## src/rtl/aes_pkg.sv

```systemverilog
// Shared AES constants, FSM encoding and GF(2^8) xtime helpers for the
// InvMixColumns datapath.
package aes_pkg;

  localparam int unsigned AES_STATE_W = 128;
  localparam int unsigned AES_COL_W   = 32;
  localparam logic [7:0]  AES_POLY    = 8'h1b;

  typedef enum logic [1:0] {
    IDLE,
    BUSY,
    DONE
  } aes_fsm_e;

  function automatic logic [7:0] xtime(input logic [7:0] b);
    return {b[6:0], 1'b0} ^ (b[7] ? AES_POLY : 8'h00);
  endfunction

  function automatic logic [7:0] gf_mul2(input logic [7:0] b);
    return xtime(b);
  endfunction

  function automatic logic [7:0] gf_mul4(input logic [7:0] b);
    return xtime(xtime(b));
  endfunction

  function automatic logic [7:0] gf_mul8(input logic [7:0] b);
    return xtime(xtime(xtime(b)));
  endfunction

endpackage

```

## src/rtl/aes_inv_mix_columns_seq_if.sv

```systemverilog
// Handshake and data bus between the InvMixColumns unit and its neighbours.
// The slave modport is the unit's view; master is the upstream/downstream view.
interface aes_inv_mix_columns_seq_if;
  import aes_pkg::*;

  logic                   in_valid;
  logic                   in_ready;
  logic [AES_STATE_W-1:0] state_in;
  logic                   out_valid;
  logic                   out_ready;
  logic [AES_STATE_W-1:0] state_out;
  logic                   busy;

  modport slave (
    input  in_valid, state_in, out_ready,
    output in_ready, out_valid, state_out, busy
  );

  modport master (
    output in_valid, state_in, out_ready,
    input  in_ready, out_valid, state_out, busy
  );

endinterface

```

## src/rtl/aes_inv_mix_column_word.sv

```systemverilog
// Combinational InvMixColumns of a single 32-bit column (s0 in the MSB byte).
// Constant multiplies are composed from x2/x4/x8 xtime chains.
module aes_inv_mix_column_word
  import aes_pkg::*;
(
  input  logic [AES_COL_W-1:0] col_i,
  output logic [AES_COL_W-1:0] col_o
);

  logic [7:0] s  [4];
  logic [7:0] x2 [4];
  logic [7:0] x4 [4];
  logic [7:0] x8 [4];
  logic [7:0] m9 [4];
  logic [7:0] mb [4];
  logic [7:0] md [4];
  logic [7:0] me [4];

  always_comb begin
    for (int i = 0; i < 4; i++) begin
      s[i]  = col_i[31-8*i -: 8];
      x2[i] = gf_mul2(s[i]);
      x4[i] = gf_mul4(s[i]);
      x8[i] = gf_mul8(s[i]);
      m9[i] = x8[i] ^ s[i];
      mb[i] = x8[i] ^ x2[i] ^ s[i];
      md[i] = x8[i] ^ x4[i] ^ s[i];
      me[i] = x8[i] ^ x4[i] ^ x2[i];
    end
    col_o = {me[0] ^ mb[1] ^ md[2] ^ m9[3],
             m9[0] ^ me[1] ^ mb[2] ^ md[3],
             md[0] ^ m9[1] ^ me[2] ^ mb[3],
             mb[0] ^ md[1] ^ m9[2] ^ me[3]};
  end

endmodule

```

## src/rtl/aes_inv_mix_columns_seq.sv

```systemverilog
// Iterative AES InvMixColumns: loads one state, rewrites COLS_PER_CYCLE columns
// in place per clock, then holds the result until downstream accepts it.
module aes_inv_mix_columns_seq
  import aes_pkg::*;
#(
  parameter int unsigned COLS_PER_CYCLE = 1
) (
  input logic                        clk,
  input logic                        rst,
  aes_inv_mix_columns_seq_if.slave   bus
);

  aes_fsm_e               fsm_q, fsm_d;
  logic [1:0]             col_cnt_q, col_cnt_d;
  logic [AES_STATE_W-1:0] data_q, data_d;

  logic [AES_COL_W-1:0]   cols     [4];
  logic [AES_COL_W-1:0]   cols_upd [4];
  logic [1:0]             col_idx  [COLS_PER_CYCLE];
  logic [AES_COL_W-1:0]   word_in  [COLS_PER_CYCLE];
  logic [AES_COL_W-1:0]   word_out [COLS_PER_CYCLE];
  logic                   last_step;

  always_comb begin
    for (int c = 0; c < 4; c++) begin
      cols[c] = data_q[127-32*c -: 32];
    end
  end

  for (genvar g = 0; g < COLS_PER_CYCLE; g++) begin : g_col
    assign col_idx[g] = col_cnt_q + 2'(g);
    assign word_in[g] = cols[col_idx[g]];

    aes_inv_mix_column_word u_word (
      .col_i (word_in[g]),
      .col_o (word_out[g])
    );
  end

  always_comb begin
    cols_upd = cols;
    for (int g = 0; g < COLS_PER_CYCLE; g++) begin
      cols_upd[col_idx[g]] = word_out[g];
    end
  end

  // The step whose highest column index is 3 finishes the state.
  assign last_step = (col_cnt_q == 2'(4 - COLS_PER_CYCLE));

  always_comb begin
    fsm_d     = fsm_q;
    col_cnt_d = col_cnt_q;
    data_d    = data_q;
    unique case (fsm_q)
      IDLE: begin
        if (bus.in_valid) begin
          fsm_d     = BUSY;
          col_cnt_d = '0;
          data_d    = bus.state_in;
        end
      end
      BUSY: begin
        data_d    = {cols_upd[0], cols_upd[1], cols_upd[2], cols_upd[3]};
        col_cnt_d = col_cnt_q + 2'(COLS_PER_CYCLE);
        if (last_step) begin
          fsm_d     = DONE;
          col_cnt_d = '0;
        end
      end
      DONE: begin
        if (bus.out_ready) begin
          fsm_d = IDLE;
        end
      end
      default: fsm_d = IDLE;
    endcase
  end

  always_ff @(posedge clk or posedge rst) begin
    if (rst) begin
      fsm_q     <= IDLE;
      col_cnt_q <= '0;
      data_q    <= '0;
    end else begin
      fsm_q     <= fsm_d;
      col_cnt_q <= col_cnt_d;
      data_q    <= data_d;
    end
  end

  assign bus.in_ready  = (fsm_q == IDLE);
  assign bus.out_valid = (fsm_q == DONE);
  assign bus.busy      = (fsm_q != IDLE);
  assign bus.state_out = data_q;

endmodule

```

## src/flat_wrapper.sv

```systemverilog
// flat-port wrapper written by rule: the top's interface ports become plain ports
module aes_inv_mix_columns_seq_flat import aes_pkg::*;
#(
  parameter int unsigned COLS_PER_CYCLE = 1
)
  (clk, rst, bus_in_valid, bus_state_in, bus_out_ready, bus_in_ready, bus_out_valid, bus_state_out, bus_busy);
  aes_inv_mix_columns_seq_if bus_i ();
  input logic clk;
  input logic rst;
  input wire logic [$bits(bus_i.in_valid)-1:0] bus_in_valid;
  input wire logic [$bits(bus_i.state_in)-1:0] bus_state_in;
  input wire logic [$bits(bus_i.out_ready)-1:0] bus_out_ready;
  output wire logic [$bits(bus_i.in_ready)-1:0] bus_in_ready;
  output wire logic [$bits(bus_i.out_valid)-1:0] bus_out_valid;
  output wire logic [$bits(bus_i.state_out)-1:0] bus_state_out;
  output wire logic [$bits(bus_i.busy)-1:0] bus_busy;
  assign bus_i.in_valid = bus_in_valid;
  assign bus_i.state_in = bus_state_in;
  assign bus_i.out_ready = bus_out_ready;
  assign bus_in_ready = bus_i.in_ready;
  assign bus_out_valid = bus_i.out_valid;
  assign bus_state_out = bus_i.state_out;
  assign bus_busy = bus_i.busy;
  aes_inv_mix_columns_seq #(.COLS_PER_CYCLE(COLS_PER_CYCLE)) u_core (.clk(clk), .rst(rst), .bus(bus_i));
endmodule
```

## config.mk

```make
export PLATFORM = sky130hd
export DESIGN_NAME = aes_inv_mix_columns_seq_flat
export DESIGN_NICKNAME = d
export VERILOG_FILES = /design/src/rtl/aes_pkg.sv /design/src/rtl/aes_inv_mix_columns_seq_if.sv /design/src/rtl/aes_inv_mix_column_word.sv /design/src/rtl/aes_inv_mix_columns_seq.sv /design/src/flat_wrapper.sv
export SDC_FILE = /design/constraint.sdc
export NUM_CORES = 1
export LEC_CHECK = 0
export ABC_CLOCK_PERIOD_IN_PS = 4150
export CORE_ASPECT_RATIO = 2
export CORE_MARGIN = 1.5
export CORE_UTILIZATION = 30
export DETAILED_ROUTE_END_ITERATION = 8
export HOLD_SLACK_MARGIN = 0.1
export MAX_ROUTING_LAYER = met4
export SLEW_MARGIN = 10
export SYNTH_ARGS = -nofsm -noshare
export SYNTH_HDL_FRONTEND = slang
export SYNTH_HIERARCHICAL = 1
export SYNTH_SLANG_ARGS = --single-unit
```

## constraint.sdc

```tcl
create_clock -name clk -period 4.15 [get_ports clk]
set_input_delay 0.415 -clock clk [delete_from_list [all_inputs] [get_ports clk]]
set_output_delay 0.415 -clock clk [all_outputs]
set_load 0.005 [all_outputs]
```

After elaboration in Yosys (flattened, before gate mapping)

Index checks and enable logic that the tools add are counted.

Register bits: 132
Latch bits: 0
Bits in writable memories: 0
Bits in read-only memories: 0
Bits of input ports: 132
Output and inout port bits: 131
Logic and storage cells: 94
Memories kept: 0

$add $sub $neg: 1
Multiply operators: 0
Divide/modulo/power cells: 0
Order comparisons: 2
Eq/ne operators: 6
Shifts and indexed selects: 0
Mux-type cells: 27
Bitwise operators: 49
Reductions and logical operators: 6

Operators by type and width:

| kind                  | number |
|---|---|
| $xor A8 B8 Y8         | 37 |
| $pmux W128 S2         | 1 |
| $bwmux W128           | 1 |
| $mux W128             | 1 |
| $mux W32              | 3 |
| $xor A8 B5 Y8         | 11 |
| $bmux W32 S2          | 1 |
| $demux W32 S2         | 1 |
| $mux W5               | 12 |
| $mux W2               | 5 |
| $pmux W2 S3           | 1 |
| $eq A2 B2 Y1 const B  | 2 |
| $ne A2 B2 Y1 const B  | 2 |
| $pmux W2 S2           | 1 |
| $reduce_bool A2 Y1    | 2 |
| $ge A3 B3 Y1 const B  | 1 |
| $lt A3 B1 Y1 const B  | 1 |
| $not A2 Y3            | 1 |
| $reduce_and A3 Y1     | 1 |
| $add A2 B1 Y2 const B | 1 |
| $eq A2 B1 Y1 const B  | 1 |
| $logic_not A2 Y1      | 1 |
| $ne A2 B1 Y1 const B  | 1 |
| $reduce_and A2 Y1     | 1 |
| $logic_and A1 B1 Y1   | 1 |

Logic depth before layout (Yosys ltp)

Gate-level depths: netlist (run 1).

Depth in word-level cells: 17
Mapped depth: 12

By module

The synthesis (run 1) kept the hierarchy.

By module, submodules not included:

| module                  | instances | cells an instance | area an instance (um^2) | seq. area each (um^2) |
|---|---|---|---|---|
| aes_inv_mix_columns_seq | 1         | 757               | 8353.0                  | 3303.2 |
| aes_inv_mix_column_word | 1         | 214               | 2079.5                  | 0.0 |

Worst setup path before layout (run 1)

Ideal clock, no wire load.

Path type: reg-to-reg
From: register u_core.col_cnt_q[0]
To: register u_core.data_q[20] (netlist: u_core/bus.state_out[20])
Setup time: 0.125 ns
Data arrival time: 3.407 ns
Required time: 4.025 ns
Setup slack: 0.618 ns
Stages on the path, launching flop included: 12
Buffers on the path: 2
Cell sequence: dfrtp_1 -> buf_2 -> buf_2 -> mux4_2 -> xnor2_1 -> xor3_2 -> xnor2_1 -> xnor2_1 -> xnor3_1 -> nand2_1 -> mux2i_1 -> mux2_2

RTL lines:

| item                   | line                          | source |
|---|---|---|
| start, declared        | aes_inv_mix_columns_seq.sv:14 | `logic [1:0] col_cnt_q, col_cnt_d;` |
| start signal, assigned | aes_inv_mix_columns_seq.sv:86 | `col_cnt_q <= col_cnt_d;` |
| end signal, assigned   | aes_inv_mix_columns_seq.sv:87 | `data_q <= data_d;` |
| end, declared          | aes_inv_mix_columns_seq.sv:15 | `logic [AES_STATE_W-1:0] data_q, data_d;` |

==> results of run 1 <==
worst paths after layout:
path	start	to
max	u_core/col_cnt_q[1]	u_core/bus.state_out[25]
min reg2reg	u_core/bus.state_out[40]	u_core/bus.state_out[40]
min	rst	u_core/bus.state_out[112]
max reg2reg	u_core/col_cnt_q[1]	u_core/bus.state_out[25]
min in group clk	u_core/bus.state_out[40]	u_core/bus.state_out[40]
max in group asynchronous	rst	u_core/col_cnt_q[0]
kinds of logic (layout without fill, tap and decap cells):
kind of cell	after synthesis	count (layout)	share of synthesized area, %
muxes	288	288	33.0
adders and majority gates	5	5	0.600
xor gates and xnor gates	202	202	19.1
and+or+nand+nor	139	139	5.29
DFF	132	132	31.7
AOI/OAI and AO/OA	9	9	0.672
buffers and inverters	196	451	9.64
layer usage:
| layer | global-route usage (%) | vias up | share of wire, % |
|---|---|---|---|
| li1 | - | 3633 | - |
| met1 | 21.3 | 4009 | 34 |
| met2 | 42.3 | 266 | 58 |
| met3 | 2.37 | 89 | 3.1 |
| met4 | 12.8 | 0 | 5.3 |
| met5 | - | - | 0 |
cell usage after synthesis:
cell      number  area, sq um
nor2b_4        1         13.8
o21ai_0        1         5.00
xnor2_1      150         1310
a21oi_1        1         5.00
clkbuf_1      18         67.6
or2_2          1         6.26
buf_1          1         3.75
nor2_1         1         3.75
mux2_2       128         1440
buf_6          3         33.8
mux2i_1      128         1280
xor2_2         3         48.8
xnor3_2        2         47.6
mux4_2        32          721
xor3_2         2         50.1
xnor2_2        9          146
dfrtp_1      132         3300
xnor3_1        4         90.1
xor2_1        31          272
buf_2         19         95.1
nand2b_1       2         12.5
a22o_1         2         17.5
buf_12        11          220
ha_1           5         62.6
nand2b_4       1         13.8
a21oi_2        4         35.0
clkbuf_4       1         7.51
nand2_1      132          495
buf_4         11         82.6
xnor2_4        1         27.5
inv_1        132          495
nor2b_1        1         6.26
o21bai_1       1         7.51
state kept, by name (all words and copies together) (netlist names):
register,cells
u_core/bus.state_out,128
u_core/col_cnt_q,2
u_core/fsm_q,2
metrics by stage:
step	utilization (%)	std cells	setup WS (ns)	hold slack, ns
floorplan	-	971	0.209	0.523
finish	40.9	1667	0.565	0.478
global placement	39.2	1636	0.610	0.513
detailed placement	39.2	1636	0.569	0.517
CTS	40.9	1667	0.556	0.515
global route	40.9	1667	0.356	0.550
final cells by class:
| cell class | count | area share, % |
|---|---|---|
| Tap cell | 441 | 3.94 |
| Timing Repair Buffer | 288 | 20.7 |
| Clock inverter | 4 | 0.501 |
| Multi-Input combinational cell | 643 | 44.1 |
| Sequential cell | 132 | 23.6 |
| Inverter | 132 | 3.58 |
| Clock buffer | 27 | 3.60 |
worst max-delay path, cell delays in order, from the launching register on:
cell,delay [ns]
dfrtp_2,0.56
buf_12,0.25
buf_4,0.20
mux4_2,0.46
xnor2_1,0.63
xnor2_1,0.18
xnor2_1,0.28
xnor2_1,0.16
xnor2_1,0.37
nand2_1,0.09
mux2i_1,0.16
mux2_2,0.16
==> results.yml, run 1 <==
status:
  status: "finished clean"
finish:
  area_delta_synth_final_pct: 34.1
  finalInstanceArea_sq_um: 14000
  diodes: 0
  fin_nets: 1351
  mostFrequentLayoutCell: "clkdlybuf4s50_1"
  most-common-layout-cells: "clkdlybuf4s50_1 (262), xnor2_1 (150), nand2_1 (132), inv_1 (131), dfrtp_1 (130)"
  multi_input_area_sq_um: 6160
  regArea_sq_um: 3310
  layout-drive-gt1-share_pct: 19.7
  num-fill-cells: 3377
routing:
  drc_errors: 0
  routed_via_density: 4.80
  wire_per_inst_um: 22.9
  drt_iter0_drc: 266
  dr.pass1.iters: 5
  route.vias.total: 7997
  drtAntennaViolNets: 0
  totalWireLength_um: 38200
clock_network:
  cts_tree: "yes"
  cts_buffers: 17
  root_buffer: "clkbuf_16"
  cts-hold-fix-buffers: 0
  cts.sinks: 132
  clkLatencyLatePin_ns: 0.45
  clk_pin_slew_ns: 0.06
  cts_setup_buffers: 0
  htreeDepth: 4
  cts_resized: 0
  cts_buffer_depth: 2
sta:
  finalCritPeriodShare_pct: 86.4
  slew-limit-headroom_pct: 25.8
  setup_viol: 0
  hold_viol: 0
  min_period_ns: 3.59
  fin_skew_ns: 0.0123
  worst_slew_pin_slew_ns: 1.11
  finalSetupTns_ns: 0
  slew_viol_final: 0
  max_freq_mhz: 279
  rsz0062_at_grt: "false"
job:
  cap_violations: 0
synth:
  yosysWarnings: 6
  synth_cell_types: 33
  synthCells: 971
  syn_area_sq_um: 10400
  ys_seq_area_share_pct: 31.7
  syn_area_per_cell_sq_um: 10.7
  ys_seq_elements: 132
  synth_fp_nets: 1108
global_routing:
  grt_pass1_wl_um: 55500
  grt_max_degree: 77
  antenna_found_initial: 0
  gr-usage-all-layers_pct: 22.2
  gr-total-overflow: 0
  grt_pass1_vias: 8649
setup_path:
  path_max_fanout: 21
  start_kind: "flop"
  end_kind: "flop"
  worstRegToRegCells: 11
  critical_path_required_ns: 4.54
  r2r_setup_slack_ns: 0.56
  arrival_ns: 3.97
  path_class: "reg -> reg"
placement:
  io_buffers: 262
  gp_routability_congestion: 0.989
  dpl_cell_area_sq_um: 13400
  dp_hpwl_um: 29200
floorplanning:
  dieWidth_um: 135
  rows: 96
  coreArea_sq_um: 34200
  die_y_um: 267
  num_io_pins: 263
  initial_utilization_pct: 30.5
  dieArea_sq_um: 36000
hold_path:
  hp-class: "in -> async"
Power of run 1 is not shown: default switching activity piles up to over one toggle a cycle in this logic, so the estimate is an artifact.
==> run 2, diff against run 1 <==
CORE_UTILIZATION = 43   (was 30)
PLACE_DENSITY = 0.78   (was default)
SYNTH_HIERARCHICAL = default   (was 1)
==> run 2 against run 1 <==
Effect of this change: critical path depth is 3 lower; via count is 6.1% lower; register-to-register slack better by 0.05 ns; die area is 43% lower; final cell count is 22% lower; maximum frequency is 1.4% higher; synthesized area is 19% lower; count of clock-buffer cells in the layout is 7 lower; global-route usage is 8.5 points higher; critical path type unchanged; largest cell class unchanged.
==> results.yml, run 2 <==
setup_path:
  path_max_fanout: 22
  slowest_stage: "dfrtp_2"
  slowest_delay_ns: 0.68
  cp.depth: 8
  path_class: "reg -> reg"
  start_kind: "flop"
  crit_top_cell: "xnor2_1"
  cp_top_family: "XOR/XNOR gates"
  arrival_ns: 3.84
  crit_buf_inv: 1
  critical_path_required_ns: 4.45
  end_kind: "flop"
  crit_chain: "buf_12 -> mux4_2 -> xor2_1 -> xnor3_1 -> xnor2_1 -> xnor2_1 -> a221oi_1 -> nor2_1"
  worstRegToRegCells: 8
sta:
  hold_viol: 0
  finalSetupTns_ns: 0
  worst_slew_pin_slew_ns: 1.02
  finalCritPeriodShare_pct: 85.2
  slew_viol_final: 0
  setup_viol: 0
  fin_skew_ns: 0.0110
  slew-limit-headroom_pct: 32.2
  rsz0062_at_grt: "false"
  max_freq_mhz: 283
  min_period_ns: 3.53
finish:
  num-fill-cells: 1563
  fin_nets: 1161
  most-common-layout-cells: "clkdlybuf4s50_1 (262), dfrtp_1 (130), nor2_1 (118), xnor2_1 (111), a221oi_1 (56)"
  area_delta_synth_final_pct: 40.5
  diodes: 0
  finalInstanceArea_sq_um: 11900
  largest_reg_flops: 128
  mostFrequentLayoutCell: "clkdlybuf4s50_1"
  layout-drive-gt1-share_pct: 9.83
routing:
  route.vias.total: 7512
  drt_iter0_drc: 538
  dr.pass1.iters: 7
  drc_errors: 0
  wire_per_inst_um: 23.1
  drtAntennaViolNets: 0
  totalWireLength_um: 30000
  routed_via_density: 5.79
synth:
  synthDominantCellAreaShare_pct: 38.9
  syn_area_per_cell_sq_um: 10.7
  async_flop_share_pct: 100
  synth-main-ff-cell: "dfrtp_1"
  yosysTopAreaCell: "dfrtp_1"
  syn_area_sq_um: 8490
  yosysWarnings: 0
  synthTopCellsByArea: "dfrtp_1 (39%), xnor2_1 (11%), mux4_2 (8.2%), a221oi_1 (5.8%), nor2_1 (5.3%)"
  synthTopCellsByCount: "dfrtp_1 (132), nor2_1 (119), xnor2_1 (111)"
  synthCells: 790
  synth_most_common_cell: "dfrtp_1"
  ys_seq_elements: 132
  ys_seq_area_share_pct: 38.9
  synth-edff-count: 0
  synth_cell_types: 36
  synth_fp_nets: 926
global_routing:
  antenna_found_initial: 0
  grt_max_degree: 133
  grtUsageMet2_pct: 53.6
  grt_pass1_vias: 7903
  gr-usage-all-layers_pct: 30.7
  grt_pass1_wl_um: 45600
  top_usage_layer: "met2"
  met1_usage_pct: 32.9
  grt_use_met3_pct: 3.79
  gr-total-overflow: 0
placement:
  gp_routability_congestion: 0.979
  dpl_cell_area_sq_um: 11300
  dp_hpwl_um: 22600
  io_buffers: 262
floorplanning:
  initial_utilization_pct: 43.8
  dieArea_sq_um: 20600
  num_io_pins: 263
  rows: 72
  coreArea_sq_um: 19400
  die_y_um: 202
  dieWidth_um: 102
clock_network:
  cts-hold-fix-buffers: 0
  cts_buffers: 17
  cts.sinks: 132
  cts_resized: 0
  htreeDepth: 4
  clk_pin_slew_ns: 0.06
  cts_setup_buffers: 0
  clkLatencyLatePin_ns: 0.43
  cts_buffer_depth: 2
  root_buffer: "clkbuf_16"
  cts_tree: "yes"
job:
  cap_violations: 0
status:
  status: "finished clean"
hold_path:
  hp-class: "in -> async"
## run 2: cell count changes after synthesis, sizes merged, moves of 56 or more
cell    before  now
mux2       128    0
mux2i      128    0
inv        132    5
nor2         1  119
nand2      132   33
o21ai        1   71
a221oi       0   56
## run 2: stage by stage
stage / util, % / worst slack (ns) / std cells / hold WS, ns
6_report: 61.6 / 0.615 / 1297 / 0.499
5_1_grt: 61.6 / 0.349 / 1297 / 0.556
4_1_cts: 61.6 / 0.593 / 1297 / 0.510
3_5_place_dp: 58.3 / 0.613 / 1265 / 0.498
3_3_place_gp: 58.3 / 0.634 / 1265 / 0.495
2_1_floorplan: - / 0.209 / 790 / 0.490
## run 2: layout make-up
class / instances / area [sq um] / share of cell area, %
sequential: 132 / 3310 / 27.7
multi-input combinational: 591 / 4870 / 40.9
clock inverter: 12 / 178 / 1.49
tap: 259 / 324 / 2.72
inverter: 5 / 21.3 / 0.178
timing repair buffer: 278 / 2770 / 23.2
clock buffer: 20 / 457 / 3.83
## run 2: final timing paths
check,start,end,slack (ns)
setup / recovery,u_core.col_cnt_q[0],u_core.bus.state_out[2],0.62
hold / removal,rst,u_core.bus.state_out[24],0.50
setup reg to reg,u_core.col_cnt_q[0],u_core.bus.state_out[2],0.62
hold reg to reg,u_core.bus.state_out[127],u_core.bus.state_out[127],0.50
max in group asynchronous,rst,u_core.bus.state_out[51],3.07
min in group clk,u_core.bus.state_out[127],u_core.bus.state_out[127],0.50
## run 2: kinds of logic after synthesis
| logic type | synth area share (%) |
|---|---|
| AO/OA/AOI/OAI | 17.5 |
| XOR/XNOR | 23.2 |
| AND/OR/NAND/NOR | 7.46 |
| flip-flops | 38.9 |
| buffers and inverters | 3.79 |
| multiplexers | 8.53 |
| adder cells (fa/ha/maj) | 0.590 |
## run 2: worst register-to-register path: cells and delay by family, from the launching register on
family	cells	cell delay [ns]
xor gates and xnor gates	4	1.49
DFF	1	0.68
muxes	1	0.59
AOI/OAI and AO/OA	1	0.31
buffers and inverters	1	0.27
and+or+nand+nor	1	0.09
## run 2: per-layer routing
| metal | vias up | wire (um) |
|---|---|---|
| met5 | - | 0 |
| met4 | 0 | 1530 |
| met3 | 100 | 1910 |
| met2 | 457 | 16600 |
| met1 | 3632 | 9930 |
| li1 | 3323 | - |
Power of run 2 is left out for the same reason.
==> run 3, diff against run 2 <==
--- a/config.mk
+++ b/config.mk
@@ -18,2 +18,3 @@
 export SYNTH_HDL_FRONTEND = slang
 export SYNTH_SLANG_ARGS = --single-unit
+export TNS_END_PERCENT = 30
==> constraint.sdc (replaced) <==
create_clock -name clk -period 4.15 [get_ports clk]
set_input_delay 0.415 -clock clk [delete_from_list [all_inputs] [get_ports clk]]
set_output_delay 0.415 -clock clk [all_outputs]
set_load 0.05 [all_outputs]
==> results of run 3 <==
Final layout, timing and power as in run 2 (identical DEF).
Power of run 3 is left out for the same reason.
